===== config.mk =====
export PLATFORM = sky130hd
export DESIGN_NAME = draw_pixel_writer
export DESIGN_NICKNAME = d
export VERILOG_FILES = /design/src/rtl/display_pkg.sv /design/src/rtl/fb_addr_calc.sv /design/src/rtl/draw_pixel_writer.sv
export SDC_FILE = /design/constraint.sdc
export NUM_CORES = 1
export LEC_CHECK = 0
export ABC_AREA = 1
export CAP_MARGIN = 15
export CORE_MARGIN = 2
export CORE_UTILIZATION = 48
export CTS_CLUSTER_SIZE = 30
export DETAILED_ROUTE_END_ITERATION = 12
export PLACE_DENSITY = 0.84
export SETUP_SLACK_MARGIN = 0.3
export SYNTH_ARGS = -nofsm -noshare
export SYNTH_HDL_FRONTEND = slang
export SYNTH_HIERARCHICAL = 1
export SYNTH_SLANG_ARGS = --single-unit

===== constraint.sdc =====
create_clock -name clkSYS -period 4.35 [get_ports clkSYS]
set_input_delay 0.6525 -clock clkSYS [delete_from_list [all_inputs] [get_ports clkSYS]]
set_output_delay 0.6525 -clock clkSYS [all_outputs]
set_load 0.005 [all_outputs]

===== src/rtl/display_pkg.sv =====
// Shared framebuffer geometry and pixel-writer FSM state type.
package display_pkg;

  localparam int unsigned FB_WIDTH  = 320;
  localparam int unsigned FB_HEIGHT = 240;

  typedef enum logic [1:0] {
    IDLE  = 2'd0,
    ADDR  = 2'd1,
    WRITE = 2'd2
  } draw_state_t;

  function automatic logic off_screen(input int unsigned x, input int unsigned y);
    return (x >= FB_WIDTH) || (y >= FB_HEIGHT);
  endfunction

endpackage


===== src/rtl/fb_addr_calc.sv =====
// Registered framebuffer address: base + y*FB_WIDTH + x, wrapping modulo 2^AW.
// With DRAW_CLIP_EN defined it also registers an off-screen flag for the point.
module fb_addr_calc
  import display_pkg::*;
#(
  parameter int N  = 10,
  parameter int AW = 17
) (
  input  logic                clkSYS,
  input  logic                n_reset,
  input  logic                load,
  input  logic [1:0][N-1:0]   pt,
  input  logic [AW-1:0]       base,
  output logic [AW-1:0]       addr,
  output logic                oob
);

  // Loaded on the accept edge so the result is ready while the writer sits in ADDR.
  always_ff @(posedge clkSYS or negedge n_reset) begin
    if (!n_reset) begin
      addr <= '0;
      oob  <= 1'b0;
    end else if (load) begin
      addr <= base + AW'(pt[1]) * AW'(FB_WIDTH) + AW'(pt[0]);
`ifdef DRAW_CLIP_EN
      oob  <= off_screen(32'(pt[0]), 32'(pt[1]));
`else
      oob  <= 1'b0;
`endif
    end
  end

endmodule


===== src/rtl/draw_pixel_writer.sv =====
// Pops points from the line generator and issues one framebuffer write per point.
// Build option DRAW_CLIP_EN: off-screen points are dropped without a write.
module draw_pixel_writer
  import display_pkg::*;
#(
  parameter int N  = 10,
  parameter int AW = 17,
  parameter int DW = 16
) (
  input  logic              clkSYS,
  input  logic              n_reset,
  input  logic [1:0][N-1:0] pt,
  input  logic              pt_valid,
  output logic              pt_next,
  input  logic              line_done,
  input  logic [DW-1:0]     colour,
  input  logic [AW-1:0]     base,
  output logic              mem_req,
  output logic [AW-1:0]     mem_addr,
  output logic [DW-1:0]     mem_data,
  input  logic              mem_ack,
  output logic              done,
  output logic [15:0]       count
);

  draw_state_t   state, next_state;
  logic          accept, issue, retire, fire_done, clip;
  logic          done_pending;
  logic [AW-1:0] calc_addr;
  logic [DW-1:0] colour_q;

  fb_addr_calc #(.N(N), .AW(AW)) u_addr_calc (
    .clkSYS  (clkSYS),
    .n_reset (n_reset),
    .load    (accept),
    .pt      (pt),
    .base    (base),
    .addr    (calc_addr),
    .oob     (clip)
  );

  always_ff @(posedge clkSYS or negedge n_reset) begin
    if (!n_reset) state <= IDLE;
    else          state <= next_state;
  end

  // done fires on whichever edge lands the FSM in IDLE, including staying there.
  always_comb begin
    next_state = state;
    accept     = 1'b0;
    issue      = 1'b0;
    retire     = 1'b0;
    case (state)
      IDLE: begin
        if (pt_valid) begin
          accept     = 1'b1;
          next_state = ADDR;
        end
      end
      ADDR: begin
        if (clip) begin
          next_state = IDLE;
        end else begin
          issue      = 1'b1;
          next_state = WRITE;
        end
      end
      WRITE: begin
        if (mem_ack) begin
          retire     = 1'b1;
          next_state = IDLE;
        end
      end
      default: next_state = IDLE;
    endcase
    fire_done = (next_state == IDLE) && (done_pending || line_done);
  end

  always_ff @(posedge clkSYS or negedge n_reset) begin
    if (!n_reset) begin
      pt_next      <= 1'b0;
      mem_req      <= 1'b0;
      mem_addr     <= '0;
      mem_data     <= '0;
      done         <= 1'b0;
      count        <= 16'd0;
      done_pending <= 1'b0;
      colour_q     <= '0;
    end else begin
      pt_next      <= accept;
      done         <= fire_done;
      done_pending <= (done_pending || line_done) && !fire_done;
      if (accept) colour_q <= colour;
      if (issue) begin
        mem_req  <= 1'b1;
        mem_addr <= calc_addr;
        mem_data <= colour_q;
      end
      if (retire) begin
        mem_req <= 1'b0;
        count   <= count + 16'd1;
      end
    end
  end

endmodule


==> flow_metrics.tcl <==
set metrics [dict create \
    cts_resized 0 \
    cts_root_buf "sky130_fd_sc_hd__clkbuf_8" \
    max_clock_freq_ghz 0.268 \
    avgViaCountPerCell 4.92 \
    mappedNetlistArea_um2 5150 \
    summed_negative_setup_slack_over_all_endpoints_ns 0 \
    post-cts-setup-buffers 0 \
    tightest_slew_ns 0.706 \
    max_cap_viol_count 0 \
    multi_input_comb_area_um2 2630 \
    cp_data_required_time_ns 4.60 \
    cp_slowest_cell "sky130_fd_sc_hd__clkdlybuf4s50_1" \
    die_area_um2 11600 \
    cts_clock_pin_slew_for_the_worst_setup_and_hold_paths_ns 0.09 \
    core_region_area_um2 10400 \
    firstDrtPassIters 4 \
    critPathCaptureType "flip-flop" \
    global_route.usage.met2 0.357 \
    grt_start_max_net_pins 89 \
    vias_in_the_first_global_route 4068 \
    vias_after_detailed_routing 4109 \
    setup_ws_ns 0.617 \
    r2r_start "state[1]" \
    critical_path_start "pt[11]" \
    cp.arrival_ns 3.98 \
    clkSinkCount 88 \
    power.ir.vdd_worst_uv 238 \
    rsz_0062_raised_after_global_routing "false" \
    clockBufferDepth 2 \
    synth.yosys.seq_area_share 0.427 \
    grt_antenna_before_repair 0 \
    ios 110 \
    leakagePower_nw 3.35 \
    h-tree-depth 3 \
    outcome "completed" \
    grt_busiest_layer "met2" \
    cts_inserted_buffers 9 \
    num-fill-cells 872 \
    wire_per_inst_um 13.1 \
    grt_overflow 0 \
    synth_area_leader_cell "sky130_fd_sc_hd__dfrtp_1" \
    postRouteWirelength_um 10900 \
    place_ws_ns 0.254 \
    critPathMaxStageDelay_ns 0.46 \
    p_sw_w 0.000996 \
    fp.dieW_um 108 \
    final-hold-violation-count 0 \
    post-route-util 0.635 \
    share_seq_of_total_power 0.405 \
    crit_path_max_delay_family "adder cells" \
    place_inst 817 \
    period_minus_slack_ns 3.73 \
    timing.slew.headroom 0.529 \
    internal_power_w 0.00209 \
    drive_above_1_share 0.0887 \
    initialDrtViolationCount 200 \
    path_cells "clkdlybuf4s50_1, ha_1, ha_1, inv_1, fa_1, o21ai_0, nand2_1, nand2_1, a21oi_1, xnor2_1, ha_1, ha_1, nand2_1, inv_1, nand2_1, nand2_1, inv_1, nand2_1, a21oi_1, nand2_1, nand3_1, nand2_1" \
    path_common_cell "sky130_fd_sc_hd__nand2_1" \
    rows 37 \
    final_standard_cell_count_with_taps_included_and_fillers_excluded 835 \
    yosysUniqueCellTypes 35 \
    cts.hold.buffers_added 0 \
    layout_commonest_cell "sky130_fd_sc_hd__nand2_1" \
    final_number_of_setup_violating_endpoints 0 \
    grt_first_pass_wirelength_um 18800 \
    die_y_um 108 \
    most-common-layout-cells "sky130_fd_sc_hd__nand2_1, sky130_fd_sc_hd__clkdlybuf4s50_1, sky130_fd_sc_hd__dfrtp_1" \
    seqCellArea_um2 2200 \
    remaining_drc_errors 0 \
    grt_use_met3 0.0339 \
    dp_hpwl_um 8350 \
    grt.met1_usage 0.249 \
    yosysWarnings 6 \
    crit_buf_inv 4 \
    power.switching_fraction 0.322 \
    finalMaxSlewViolations 0 \
    ant_nets 0 \
    syn-num-nets 689 \
    synth.top_cells.by_area "sky130_fd_sc_hd__dfrtp_1, sky130_fd_sc_hd__nand2_1, sky130_fd_sc_hd__ha_1, sky130_fd_sc_hd__mux2_4, sky130_fd_sc_hd__inv_1" \
    crit_fanout 4 \
    clk_latency_ns 0.35 \
    area.growth.synth_to_final_pct 27.9 \
    cellPowerDensity_nw_per_um2 469 \
    timing.hold.worst.class "in2async" \
    pwr-share-comb 0.413 \
    initial_core_util 0.497 \
    share_clk_of_total_power 0.182 \
    path_class "in2reg" \
    fin_crit_sh 0.858 \
    gpl.final_weighted_congestion 0.852 \
    cts_tree "yes" \
    synth_area_per_cell_um2 8.85 \
    share_of_yosys_cell_area_claimed_by_the_top_area_cell_type 0.427 \
    start_kind "primary input" \
    finalClockSkew_ns 0.00769 \
    antenna-diode-count 0 \
    final_net_count 801 \
    synth.ff_latch_count 88 \
    synth_cells 582 \
    grt.total_usage 0.202 \
    io_buffers 109 \
]
## layer usage
metal  vias up  wire (um)
met4         0         86
met1      1929       4810
met2        92       5540
met3         7        486
li1       2081          -
met5         -          0
## synth_stat cells
| cell | number |
|---|---|
| sky130_fd_sc_hd__a21oi_1 | 17 |
| sky130_fd_sc_hd__nand3_2 | 2 |
| sky130_fd_sc_hd__nand3_4 | 1 |
| sky130_fd_sc_hd__fa_1 | 6 |
| sky130_fd_sc_hd__mux2_4 | 23 |
| sky130_fd_sc_hd__conb_1 | 1 |
| sky130_fd_sc_hd__buf_6 | 3 |
| sky130_fd_sc_hd__o21a_1 | 1 |
| sky130_fd_sc_hd__nand3b_1 | 3 |
| sky130_fd_sc_hd__buf_2 | 4 |
| sky130_fd_sc_hd__nor2_4 | 2 |
| sky130_fd_sc_hd__nor2_1 | 25 |
| sky130_fd_sc_hd__nor2_2 | 1 |
| sky130_fd_sc_hd__inv_2 | 1 |
| sky130_fd_sc_hd__nand4_1 | 6 |
| sky130_fd_sc_hd__nand2_1 | 193 |
| sky130_fd_sc_hd__o21ai_0 | 22 |
| sky130_fd_sc_hd__nor3_1 | 2 |
| sky130_fd_sc_hd__nand2_2 | 8 |
| sky130_fd_sc_hd__o21ai_1 | 3 |
| sky130_fd_sc_hd__or2_1 | 3 |
| sky130_fd_sc_hd__buf_4 | 1 |
| sky130_fd_sc_hd__xnor2_1 | 13 |
| sky130_fd_sc_hd__xor2_1 | 5 |
| sky130_fd_sc_hd__dfrtp_1 | 88 |
| sky130_fd_sc_hd__ha_1 | 43 |
| sky130_fd_sc_hd__o21bai_1 | 1 |
| sky130_fd_sc_hd__a31oi_1 | 1 |
| sky130_fd_sc_hd__nor3_2 | 2 |
| sky130_fd_sc_hd__nand3_1 | 27 |
| sky130_fd_sc_hd__clkbuf_1 | 3 |
| sky130_fd_sc_hd__and2_1 | 2 |
| sky130_fd_sc_hd__mux2_2 | 3 |
| sky130_fd_sc_hd__a21o_1 | 1 |
| sky130_fd_sc_hd__inv_1 | 65 |
## logic make-up after synthesis
group | share of synthesized area
multiplexers | 0.0736
adder cells (fa/ha/maj) | 0.128
buffers and inverters | 0.0622
AO/OA/AOI/OAI | 0.0464
XOR/XNOR | 0.0306
AND/OR/NAND/NOR | 0.231
flip-flops | 0.427
other | 0.000728
## path summary, 6_finish.rpt
kind,to,slack [ns],depth (start not counted)
max,u_addr_calc/addr[16],0.62,22
max reg2reg,u_addr_calc/addr[3],2.40,7
min reg2reg,u_addr_calc/addr[11],0.48,2
min in group clkSYS,u_addr_calc/addr[11],0.48,2
max in group asynchronous,mem_addr[16],3.59,2
min,mem_data[8],0.14,1
## state kept, by name, indices dropped and copies added, names as in the netlist, 2 cells and up
name,count
count,16
colour_q,16
u_addr_calc/addr,17
mem_addr,17
mem_data,16
state,2
## power groups by stage
stage / registers [W] / logic (W) / clock network, W
floorplan: 0.00125 / 0.000700 / 0
global placement: 0.00125 / 0.00124 / 0
detailed placement: 0.00127 / 0.00128 / 0
CTS: 0.00125 / 0.00129 / 0.000579
global route: 0.00129 / 0.00143 / 0.000613
finish: 0.00125 / 0.00128 / 0.000563
## final cells by class
type	count	area share
Multi-Input combinational cell	417	0.399
Sequential cell	88	0.334
Timing Repair Buffer	112	0.174
Inverter	66	0.0376
Tap cell	136	0.0258
Clock buffer	11	0.0215
Clock inverter	5	0.00854
## metrics by stage
stage | area (um^2) | total power, W | hold slack (ns)
global route | 6590 | 0.00333 | 0.125
CTS | 6540 | 0.00312 | 0.490
finish | 6590 | 0.00309 | 0.144
detailed placement | 6340 | 0.00255 | 0.468
floorplan | 5150 | 0.00195 | 0.357
global placement | 6340 | 0.00250 | 0.453
Note: power is estimated with default switching activity, not from simulation.
